[src/rtl/ctrl_pkg.sv]
// Shared types and encodings for the multicycle RV32I control FSM.
// The opcode constants and datapath select codes are kept here so the FSM and the output decoder agree on them.
package ctrl_pkg;

  localparam int OP_WIDTH = 7;
  localparam int F3_WIDTH = 3;

  typedef enum logic [3:0] {
    S_FETCH,
    S_DECODE,
    S_MEMADR,
    S_MEMREAD,
    S_MEMWB,
    S_MEMWRITE,
    S_EXEC_R,
    S_EXEC_I,
    S_EXEC_U,
    S_ALUWB,
    S_BRANCH,
    S_JAL,
    S_JALR1,
    S_JALR2
  } state_t;

  localparam logic [6:0] OPC_LOAD   = 7'b0000011;
  localparam logic [6:0] OPC_STORE  = 7'b0100011;
  localparam logic [6:0] OPC_OP     = 7'b0110011;
  localparam logic [6:0] OPC_OP_IMM = 7'b0010011;
  localparam logic [6:0] OPC_LUI    = 7'b0110111;
  localparam logic [6:0] OPC_AUIPC  = 7'b0010111;
  localparam logic [6:0] OPC_BRANCH = 7'b1100011;
  localparam logic [6:0] OPC_JAL    = 7'b1101111;
  localparam logic [6:0] OPC_JALR   = 7'b1100111;

  localparam logic [1:0] IMM_I  = 2'b00;
  localparam logic [1:0] IMM_S  = 2'b01;
  localparam logic [1:0] IMM_B  = 2'b10;
  localparam logic [1:0] IMM_JU = 2'b11;

  localparam logic [1:0] ALU_ADD   = 2'b00;
  localparam logic [1:0] ALU_SUB   = 2'b01;
  localparam logic [1:0] ALU_FUNCT = 2'b10;

  localparam logic [1:0] RES_ALUOUT    = 2'b00;
  localparam logic [1:0] RES_MEM       = 2'b01;
  localparam logic [1:0] RES_ALURESULT = 2'b10;

  localparam logic [1:0] SRCA_PC    = 2'b00;
  localparam logic [1:0] SRCA_OLDPC = 2'b01;
  localparam logic [1:0] SRCA_RS1   = 2'b10;
  localparam logic [1:0] SRCA_ZERO  = 2'b11;

  localparam logic [1:0] SRCB_RS2  = 2'b00;
  localparam logic [1:0] SRCB_IMM  = 2'b01;
  localparam logic [1:0] SRCB_FOUR = 2'b10;

  // funct3 010/011 are not branch conditions in RV32I
  function automatic logic is_bad_branch(input logic [2:0] f3);
    return (f3 == 3'b010) || (f3 == 3'b011);
  endfunction

endpackage

[src/rtl/ctrl_output_decode.sv]
// Combinational map from FSM state and instruction fields to every datapath select and strobe.
// All outputs are forced low while reset is asserted.
module ctrl_output_decode
  import ctrl_pkg::*;
#(
  parameter int OP_WIDTH = 7,
  parameter int F3_WIDTH = 3
) (
  input  logic                rst,
  input  state_t              state,
  input  logic [OP_WIDTH-1:0] op,
  input  logic [F3_WIDTH-1:0] funct3,
  input  logic                mem_ready,
  input  logic                branch_cond,
  output logic                mem_req,
  output logic                mem_write,
  output logic                adr_src,
  output logic                ir_write,
  output logic                pc_write,
  output logic                reg_write,
  output logic [1:0]          result_src,
  output logic [1:0]          alu_src_a,
  output logic [1:0]          alu_src_b,
  output logic [1:0]          alu_op,
  output logic [1:0]          imm_src,
  output logic                jump_src,
  output logic                instr_done,
  output logic                illegal_op
);

  always_comb begin
    // NOTE: every output gets a default before the case so no path leaves one unassigned and infers a latch.
    mem_req    = 1'b0;
    mem_write  = 1'b0;
    adr_src    = 1'b0;
    ir_write   = 1'b0;
    pc_write   = 1'b0;
    reg_write  = 1'b0;
    result_src = RES_ALUOUT;
    alu_src_a  = SRCA_PC;
    alu_src_b  = SRCB_RS2;
    alu_op     = ALU_ADD;
    imm_src    = IMM_I;
    jump_src   = 1'b0;
    instr_done = 1'b0;
    illegal_op = 1'b0;
    if (!rst) begin
      case (state)
        S_FETCH: begin
          mem_req    = 1'b1;
          result_src = RES_ALURESULT;
          alu_src_b  = SRCB_FOUR;
          ir_write   = mem_ready;
          pc_write   = mem_ready;
        end
        S_DECODE: begin
          alu_src_a = SRCA_OLDPC;
          alu_src_b = SRCB_IMM;
          case (op)
            OPC_BRANCH: imm_src = IMM_B;
            OPC_JAL:    imm_src = IMM_JU;
            OPC_LOAD, OPC_STORE, OPC_OP, OPC_OP_IMM,
            OPC_LUI, OPC_AUIPC, OPC_JALR: imm_src = IMM_I;
            default:    illegal_op = 1'b1;
          endcase
        end
        S_MEMADR: begin
          alu_src_a = SRCA_RS1;
          alu_src_b = SRCB_IMM;
          imm_src   = (op == OPC_STORE) ? IMM_S : IMM_I;
        end
        S_MEMREAD: begin
          mem_req = 1'b1;
          adr_src = 1'b1;
        end
        S_MEMWB: begin
          result_src = RES_MEM;
          reg_write  = 1'b1;
          instr_done = 1'b1;
        end
        S_MEMWRITE: begin
          mem_req    = 1'b1;
          mem_write  = 1'b1;
          adr_src    = 1'b1;
          instr_done = mem_ready;
        end
        S_EXEC_R: begin
          alu_src_a = SRCA_RS1;
          alu_op    = ALU_FUNCT;
        end
        S_EXEC_I: begin
          alu_src_a = SRCA_RS1;
          alu_src_b = SRCB_IMM;
          alu_op    = ALU_FUNCT;
        end
        S_EXEC_U: begin
          imm_src   = IMM_JU;
          jump_src  = 1'b1;
          alu_src_b = SRCB_IMM;
          alu_src_a = (op == OPC_LUI) ? SRCA_ZERO : SRCA_OLDPC;
        end
        S_ALUWB: begin
          reg_write  = 1'b1;
          instr_done = 1'b1;
        end
        S_BRANCH: begin
          alu_src_a  = SRCA_RS1;
          alu_op     = ALU_SUB;
          instr_done = 1'b1;
          illegal_op = is_bad_branch(funct3);
          pc_write   = branch_cond && !is_bad_branch(funct3);
        end
        S_JAL, S_JALR2: begin
          pc_write  = 1'b1;
          alu_src_a = SRCA_OLDPC;
          alu_src_b = SRCB_FOUR;
        end
        S_JALR1: begin
          alu_src_a = SRCA_RS1;
          alu_src_b = SRCB_IMM;
        end
        default: ;
      endcase
    end
  end

endmodule

[src/rtl/multicycle_control.sv]
// Main control FSM of the multicycle RV32I core: state register and next-state logic.
// Output decoding lives in ctrl_output_decode.
module multicycle_control
  import ctrl_pkg::*;
#(
  parameter int OP_WIDTH = 7,
  parameter int F3_WIDTH = 3
) (
  input  logic                clk,
  input  logic                rst,
  input  logic [OP_WIDTH-1:0] op,
  input  logic [F3_WIDTH-1:0] funct3,
  input  logic                branch_cond,
  input  logic                mem_ready,
  output logic                mem_req,
  output logic                mem_write,
  output logic                adr_src,
  output logic                ir_write,
  output logic                pc_write,
  output logic                reg_write,
  output logic [1:0]          result_src,
  output logic [1:0]          alu_src_a,
  output logic [1:0]          alu_src_b,
  output logic [1:0]          alu_op,
  output logic [1:0]          imm_src,
  output logic                jump_src,
  output logic                instr_done,
  output logic                illegal_op
);

  state_t state, next_state;

  always_comb begin
    next_state = state;
    case (state)
      S_FETCH:    if (mem_ready) next_state = S_DECODE;
      S_DECODE: begin
        case (op)
          OPC_LOAD, OPC_STORE: next_state = S_MEMADR;
          OPC_OP:              next_state = S_EXEC_R;
          OPC_OP_IMM:          next_state = S_EXEC_I;
          OPC_LUI, OPC_AUIPC:  next_state = S_EXEC_U;
          OPC_BRANCH:          next_state = S_BRANCH;
          OPC_JAL:             next_state = S_JAL;
          OPC_JALR:            next_state = S_JALR1;
          default:             next_state = S_FETCH;
        endcase
      end
      S_MEMADR:   next_state = (op == OPC_STORE) ? S_MEMWRITE : S_MEMREAD;
      S_MEMREAD:  if (mem_ready) next_state = S_MEMWB;
      S_MEMWRITE: if (mem_ready) next_state = S_FETCH;
      S_EXEC_R, S_EXEC_I, S_EXEC_U, S_JAL, S_JALR2: next_state = S_ALUWB;
      S_JALR1:    next_state = S_JALR2;
      default:    next_state = S_FETCH;
    endcase
  end

  always_ff @(posedge clk or posedge rst) begin
    // NOTE: non-blocking assignment so every register samples pre-edge values regardless of block order.
    if (rst) state <= S_FETCH;
    else     state <= next_state;
  end

  ctrl_output_decode #(
    .OP_WIDTH (OP_WIDTH),
    .F3_WIDTH (F3_WIDTH)
  ) u_decode (
    .rst         (rst),
    .state       (state),
    .op          (op),
    .funct3      (funct3),
    .mem_ready   (mem_ready),
    .branch_cond (branch_cond),
    .mem_req     (mem_req),
    .mem_write   (mem_write),
    .adr_src     (adr_src),
    .ir_write    (ir_write),
    .pc_write    (pc_write),
    .reg_write   (reg_write),
    .result_src  (result_src),
    .alu_src_a   (alu_src_a),
    .alu_src_b   (alu_src_b),
    .alu_op      (alu_op),
    .imm_src     (imm_src),
    .jump_src    (jump_src),
    .instr_done  (instr_done),
    .illegal_op  (illegal_op)
  );

endmodule

[config.mk]
export PLATFORM = sky130hd
export DESIGN_NAME = multicycle_control
export DESIGN_NICKNAME = d
export VERILOG_FILES = /design/src/rtl/ctrl_pkg.sv /design/src/rtl/ctrl_output_decode.sv /design/src/rtl/multicycle_control.sv
export SDC_FILE = /design/constraint.sdc
export NUM_CORES = 1
export LEC_CHECK = 0
export ABC_AREA = 1
export BUFFER_PORTS_ARGS = -buffer_cell sky130_fd_sc_hd__buf_2
export CAP_MARGIN = 20
export CORE_MARGIN = 1.5
export CORE_UTILIZATION = 40
export DETAILED_ROUTE_END_ITERATION = 6
export PLACE_DENSITY_LB_ADDON = 0.12
export SLEW_MARGIN = 20
export SYNTH_ARGS = -nofsm -noshare
export SYNTH_HDL_FRONTEND = slang
export SYNTH_SLANG_ARGS = --single-unit
[constraint.sdc]
create_clock -name clk -period 2.6 [get_ports clk]
set_input_delay 0.13 -clock clk [delete_from_list [all_inputs] [get_ports clk]]
set_output_delay 0.13 -clock clk [all_outputs]
set_load 0.1 [all_outputs]
==> results.cfg, run 1 <==
[run_status]
status = finished, final reports clean

[floorplanning]
die-area_sq_um = 2040
io_pins = 33
die_h_um = 45.1
core_area_sq_um = 1690
rows = 15
dieWidth_um = 45.1
start_util_pct = 42.0

[global_routing]
globalRouteTotalUtil_pct = 21.0
antenna_found_initial = 0
grt_pass1_wl_um = 3230
grt_max_degree = 17
grt-ovfl-total = 0
grt_pass1_vias = 868

[worst_setup_path]
rr_startpoint = state[2]
critPathBufInv = 5
crit_cells = 8
start_kind = primary input
ff2ff_setup_slack_ns = 1.35
endpoint = alu_src_a[0]
crit_chain = dlygate4sd3_1 -> buf_2 -> inv_1 -> nand2_1 -> inv_2 -> nor2_2 -> o21ai_1 -> buf_2
cp_slowest_cell = dlygate4sd3_1
critPathArrivalTime_ns = 1.90
end_kind = output pin
reg2reg_depth = 9
crit_start = rst
path_max_fanout = 16
cp_common_cell = buf_2
path_class = primary input to output pin
cp.required_ns = 2.47
critPathTopFamily = buffers and inverters
r2r_end = state[0]
slowest_delay_ns = 0.52

[clocking]
cts_made_buffers = 3
ctsLongestPathBuffers = 2
cts.sinks = 4
clock_latency_ns = 0.23
postCtsSetupRepairBufs = 0
htreeDepth = 1
tritoncts = done
cts-root-buf = clkbuf_4
clkTransAtPathRegs_ns = 0.03

[sta]
rsz0062_at_grt = no
slew_viol_final = 0
final-setup-viol-count = 0
min_period_ns = 2.03
clock_skew_ns = 0.00191
whs_ns = 0.280
hold_viol_final = 0
timing.fmax_mhz = 493
slew_headroom_pct = 67.2
period_share_pct = 78.0
tightest_slew_ns = 0.495

[placement]
finalWeightedCongestion = 0.911
placed_area_sq_um = 902
hpwl_um = 1620
portBuffers = 31

[power]
power_density_nw_per_um2 = 1110
peakVddDrop_mv = 0.655
power_frac_clock_pct = 7.0
p_int_mw = 0.286
p_seq_share_pct = 11.6
p_leak_nw = 0.577
switchingPower_mw = 0.752
sw_frac_of_total_pct = 72.4
power.share.combinational_pct = 81.4

[cells_and_area]
multi_input_area_sq_um = 532
register_area_sq_um = 100
diodes = 0
layout.nets = 190
drive_gt1_share_pct = 32.8
area_growth_pct = 31.7
regMostFlops = state
reg_top3 = state x4
fillers = 196
design_area_sq_um = 935
largest_reg_flops = 4

[detailed_routing]
drt_iter0_drc = 16
vias = 938
routed.top_layer = met4
wl_per_cell_um = 9.58
wl_met3_um = 52
routed-wl-met2_um = 909
drc = 0
viasPerCell = 4.91
first_pass_iters = 4
m1WireLength_um = 848
wirelength_um = 1830
antenna_left = 0

[synth]
syn_inst = 141
ys_seq_elements = 4
synth.area.top_cells = nand2_1, nor2_1, dfrtp_1
synth_nets = 155
ys_warn_count = 0
synth_cell_types = 20
synth_largest_area_cell = nand2_1
synthesis.area_sq_um = 709
ys_seq_area_share_pct = 14.1
synth_area_per_cell_sq_um = 5.03
yosysTopAreaCellShare_pct = 22.8

[job]
cap_viol_max_count = 0

[hold_path]
min_path_type = primary input to flip-flop
==> power groups by stage <==
stage | sequential (mW) | combinational, mW | clock, mW
after floorplan | 0.114 | 0.735 | 0
after global placement | 0.120 | 0.842 | 0
after detailed placement | 0.121 | 0.847 | 0
after CTS | 0.120 | 0.849 | 0.0753
after global routing | 0.126 | 0.903 | 0.0829
final | 0.121 | 0.845 | 0.0729
==> final cells by class <==
class / instances / share of cell area [%]
well taps: 17 / 2.28
flip-flops and latches: 4 / 10.7
inverters: 25 / 10.0
repair buffers: 32 / 17.7
clock buffers: 3 / 2.41
multi-input cells: 110 / 56.9
==> synth_stat cells (all sizes together) <==
| cell | number |
|---|---|
| a21oi | 5 |
| nand3 | 7 |
| nand2 | 47 |
| clkbuf | 2 |
| nor4 | 1 |
| inv | 25 |
| dfrtp | 4 |
| a22oi | 1 |
| o21ai | 9 |
| nor3 | 3 |
| a31oi | 2 |
| nand4 | 2 |
| nor2 | 33 |
==> through the flow <==
| stage | worst slack, ns | utilization, % | cells | TNS [ns] | power, mW |
|---|---|---|---|---|---|
| 3_5_place_dp | 0.849 | 53.4 | 187 | 0 | 0.968 |
| 5_1_grt | 0.431 | 55.3 | 191 | 0 | 1.11 |
| 4_1_cts | 0.545 | 55.3 | 191 | 0 | 1.04 |
| 2_1_floorplan | -0.101 | - | 141 | -0.101 | 0.850 |
| 6_report | 0.572 | 55.3 | 191 | 0 | 1.04 |
| 3_3_place_gp | 0.862 | 53.4 | 187 | 0 | 0.962 |
==> layout by cell type (no fill, tap or decap), types with 4 or more instances in the layout <==
cell type	count
nand2_1	43
buf_2	31
nor2_1	23
inv_1	21
nor2_2	7
nand3_1	6
o21ai_0	4
nand2_2	4
inv_2	4
a21oi_1	4
dfrtp_1	4
==> logic make-up after synthesis <==
family | count (synthesis) | share of synthesized area, %
AOI/OAI and AO/OA | 17 | 13.2
buffers and inverters | 27 | 14.3
DFF | 4 | 14.1
and+or+nand+nor | 93 | 58.4
==> repair_timing <==
item | CTS | global route
hold buffers | 1 | 0
endpoints found under the setup margin | 0 | 0
endpoints found under the hold margin | 4 | 0
resized for setup | 0 | 0
==> per-layer routing <==
layer | global-route usage (%) | up-vias
met5 | 0 | -
met4 | 5.29 | 0
met3 | 4.40 | 2
met2 | 37.7 | 21
met1 | 25.1 | 408
li1 | - | 507
==> tightest hold or removal path, delay by kind of cell <==
| family | cells | cell delay, ns |
|---|---|---|
| buffers and inverters | 2 | 0.19 |
| AND/OR/NAND/NOR | 2 | 0.15 |
==> worst min-delay path by stage <==
| stage | from | endpoint | depth (start not counted) |
|---|---|---|---|
| floorplan | rst | state[0] | 2 |
| global placement | rst | state[3] | 2 |
| detailed placement | rst | state[3] | 2 |
| CTS | mem_ready | state[2] | 4 |
| global route | mem_ready | state[2] | 4 |
| finish | mem_ready | state[2] | 4 |
Note: power is estimated with default switching activity, not from simulation.
==> inputs of run 2 (changes only) <==
--- a/config.mk
+++ b/config.mk
@@ -5,7 +5,7 @@
 export SDC_FILE = /design/constraint.sdc
 export NUM_CORES = 1
 export LEC_CHECK = 0
-export ABC_AREA = 1
+export ABC_AREA = 0
 export BUFFER_PORTS_ARGS = -buffer_cell sky130_fd_sc_hd__buf_2
 export CAP_MARGIN = 20
 export CORE_MARGIN = 1.5
==> constraint.sdc (replaced) <==
create_clock -name clk -period 1.7 [get_ports clk]
set_input_delay 0.085 -clock clk [delete_from_list [all_inputs] [get_ports clk]]
set_output_delay 0.085 -clock clk [all_outputs]
set_load 0.1 [all_outputs]
==> run 2 against run 1 <==
Effect of this change:
- the run now fails in clock tree synthesis
- area after synthesis is 16% higher
- synthesized cell count is 13% lower
==> results.cfg, run 2 <==
[floorplanning]
start_util_pct = 42.2
die_h_um = 48.3
dieWidth_um = 48.3
io_pins = 33
rows = 16

[synth]
yosysTopAreaCellShare_pct = 12.2
synth_largest_area_cell = dfrtp_1
synth_common_cells = a21oi_1, nor2_1, nor3_1, nand2_1, o21ai_1
synth.most_common_cell = a21oi_1
synth-async-reset-ratio_pct = 100
synth-edff-count = 0
syn_inst = 123
synth_nets = 137
ys.flop_type = dfrtp_1
synth.area.top_cells = dfrtp_1, a21oi_1, nor2_1
synth_cell_types = 46
ys_seq_elements = 4
synth_area_per_cell_sq_um = 6.66
ys_warn_count = 0
synthesis.area_sq_um = 820
ys_seq_area_share_pct = 12.2

[placement]
finalWeightedCongestion = 0.908
hpwl_um = 2730
dp_cells = 199
portBuffers = 31

[clocking]
cts-root-buf = clkbuf_4
cts_hold_buf = 1
htreeDepth = 1
cts_made_buffers = 3
cts_resized = 48
postCtsSetupRepairBufs = 8
ctsLongestPathBuffers = 2
cts.sinks = 4

[run_status]
status = aborted with a tool error
toolErrorMsg = [ERROR DPL-0038] Utilization greater than 100%, impossible to legalize
lastStage = clock tree synthesis
## run 2: stage by stage
step / cell area (sq um) / worst slack, ns / hold WS (ns) / util (%)
floorplan: 1090 / -0.426 / -0.127 / -
global placement: 1670 / 0.00799 / 0.196 / 86.0
detailed placement: 1670 / -0.0132 / 0.240 / 86.0
## run 2: kinds of logic after synthesis
kind of cell              synth area share, %
xor gates and xnor gates                 4.28
buffers and inverters                    8.85
DFF                                      12.2
AOI/OAI and AO/OA                        30.2
and+or+nand+nor                          44.4
==> inputs of run 3 (changes only) <==
--- a/config.mk
+++ b/config.mk
@@ -8,10 +8,10 @@
 export ABC_AREA = 0
 export BUFFER_PORTS_ARGS = -buffer_cell sky130_fd_sc_hd__buf_2
 export CAP_MARGIN = 20
-export CORE_MARGIN = 1.5
-export CORE_UTILIZATION = 40
+export CORE_AREA = 2 2 63 65
 export DETAILED_ROUTE_END_ITERATION = 6
-export PLACE_DENSITY_LB_ADDON = 0.12
+export DIE_AREA = 0 0 65 67
+export PLACE_DENSITY_LB_ADDON = 0.15
 export SLEW_MARGIN = 20
 export SYNTH_ARGS = -nofsm -noshare
 export SYNTH_HDL_FRONTEND = slang
==> constraint.sdc (replaced) <==
create_clock -name clk -period 2.2 [get_ports clk]
set_input_delay 0.11 -clock clk [delete_from_list [all_inputs] [get_ports clk]]
set_output_delay 0.11 -clock clk [all_outputs]
set_load 0.1 [all_outputs]
==> run 3 against run 2 <==
Effect of this change:
- the flow now finishes without violations
- area after synthesis is the same
- synthesized cell count is the same
==> results.cfg, run 3 <==
[sta]
hold_viol_final = 0
slew_headroom_pct = 67.9
clock_skew_ns = 0.00494
slew_viol_final = 0
tightest_slew_ns = 0.485
period_share_pct = 92.9
min_period_ns = 2.04
final-setup-viol-count = 0
rsz0062_at_grt = no
worst_slack_ns = 0.157
timing.fmax_mhz = 490

[floorplanning]
core_area_sq_um = 3610
die_h_um = 67
die-area_sq_um = 4360
start_util_pct = 22.7
io_pins = 33
dieWidth_um = 65
rows = 22

[worst_setup_path]
start_kind = flip-flop
critPathArrivalTime_ns = 1.93
slowest_delay_ns = 0.54
end_kind = output pin
reg2reg_depth = 5
path_max_fanout = 12
cp.required_ns = 2.09
cp_slowest_cell = dfrtp_2
path_class = flip-flop to output pin
crit_chain = nand2b_4 -> or4_4 -> a311oi_4 -> buf_12

[clocking]
tritoncts = done
clkTransAtPathRegs_ns = 0.04
ctsLongestPathBuffers = 2
cts-root-buf = clkbuf_8
cts.sinks = 4
clock_latency_ns = 0.22
htreeDepth = 1
cts_made_buffers = 3

[synth]
synth.most_common_cell = a21oi_1
ys.flop_type = dfrtp_1
synth_largest_area_cell = dfrtp_1
synth.area.top_cells = dfrtp_1, a21oi_1, nor2_1
synth_area_per_cell_sq_um = 6.66
ys_seq_elements = 4
synthesis.area_sq_um = 820
yosysTopAreaCellShare_pct = 12.2
synth_nets = 137
syn_inst = 123
synth_common_cells = a21oi_1, nor2_1, nor3_1, nand2_1, o21ai_1
ys_seq_area_share_pct = 12.2
synth_cell_types = 46
synth-async-reset-ratio_pct = 100
synth-edff-count = 0
ys_warn_count = 0

[detailed_routing]
antenna_left = 0
drc = 0
wl_per_cell_um = 14.0
routed-wl-met2_um = 1410
m1WireLength_um = 1290
vias = 1070
wl_met3_um = 148
first_pass_iters = 4
routed.top_layer = met4
wirelength_um = 2880
viasPerCell = 5.19
drt_iter0_drc = 35

[power]
p_leak_nw = 0.583
power_density_nw_per_um2 = 1070
peakVddDrop_mv = 0.587

[hold_path]
min_path_type = primary input to flip-flop
min_path_cells = 3

[cells_and_area]
area_growth_pct = 73.6
largest_reg_flops = 4
reg_top3 = state x4
regMostFlops = state
final_common_cell = buf_2
diodes = 0
layout.nets = 174
fin_util_pct = 39.5
final_cell_mix = buf_2, a21oi_1, buf_12
drive_gt1_share_pct = 43.7

[job]
cap_viol_max_count = 0

[placement]
portBuffers = 31
finalWeightedCongestion = 0.806
hpwl_um = 2250
preCtsSetupSlack_ns = 0.250

[global_routing]
globalRouteTotalUtil_pct = 14.1
antenna_found_initial = 0
grt_pass1_vias = 1007
grt-ovfl-total = 0
grt_pass1_wl_um = 4800
grt_max_degree = 21

[run_status]
status = finished, final reports clean
## run 3: cell type report
class / instances / area (sq um)
well taps: 48 / 60.1
repair buffers: 42 / 405
clock buffers: 3 / 41.3
fillers: 374 / 2180
multi-input cells: 103 / 792
inverters: 6 / 22.5
flip-flops and latches: 4 / 101
## run 3: path summary, 6_finish.rpt
path                           from    endpoint  slack, ns
min in group asynchronous       rst    state[1]       0.41
max in group asynchronous       rst    state[1]       1.66
max                        state[1]  imm_src[0]       0.16
max reg2reg                state[2]    state[0]       0.57
min                           op[3]    state[1]       0.31
min reg2reg                state[3]    state[1]       0.69
## run 3: where the power goes
group / switching [mW] / internal, mW
combinational: 0.789 / 0.427
sequential: 0.0493 / 0.0912
clock: 0.0425 / 0.117
## run 3: stage by stage
step / hold slack (ns) / TNS [ns] / cells / total power [mW] / area, sq um
after floorplan: -0.102 / -0.794 / 123 / 1.00 / 956
after global placement: 0.102 / 0 / 202 / 1.34 / 1360
after detailed placement: 0.0997 / 0 / 202 / 1.34 / 1360
after CTS: 0.302 / 0 / 206 / 1.51 / 1410
after global routing: 0.338 / 0 / 206 / 1.60 / 1420
final: 0.308 / 0 / 206 / 1.52 / 1420
## run 3: metal layers
metal	up-vias	track usage (%)
li1	528	-
met1	498	18.0
met2	42	24.5
met3	2	1.35
met4	0	4.79
met5	-	0
## run 3: logic make-up after synthesis
kind of cell / after synthesis / share of synthesized area (%)
simple gates: 61 / 44.4
compound gates: 38 / 30.2
buf+inv: 16 / 8.85
xor+xnor: 4 / 4.28
flops: 4 / 12.2
## run 3: timing repair
action / 4_1_cts / 5_1_grt
hold buffers: 1 / 0
setup endpoints to repair: 0 / 1
hold endpoints to repair: 4 / 0
buffers inserted: 0 / 0
resized for setup: 0 / 2
## run 3: worst max-delay path, delay by kind of cell, from the launching register on
family | cells | cell delay, ns
buf+inv | 1 | 0.22
simple gates | 2 | 0.64
compound gates | 1 | 0.31
flops | 1 | 0.54
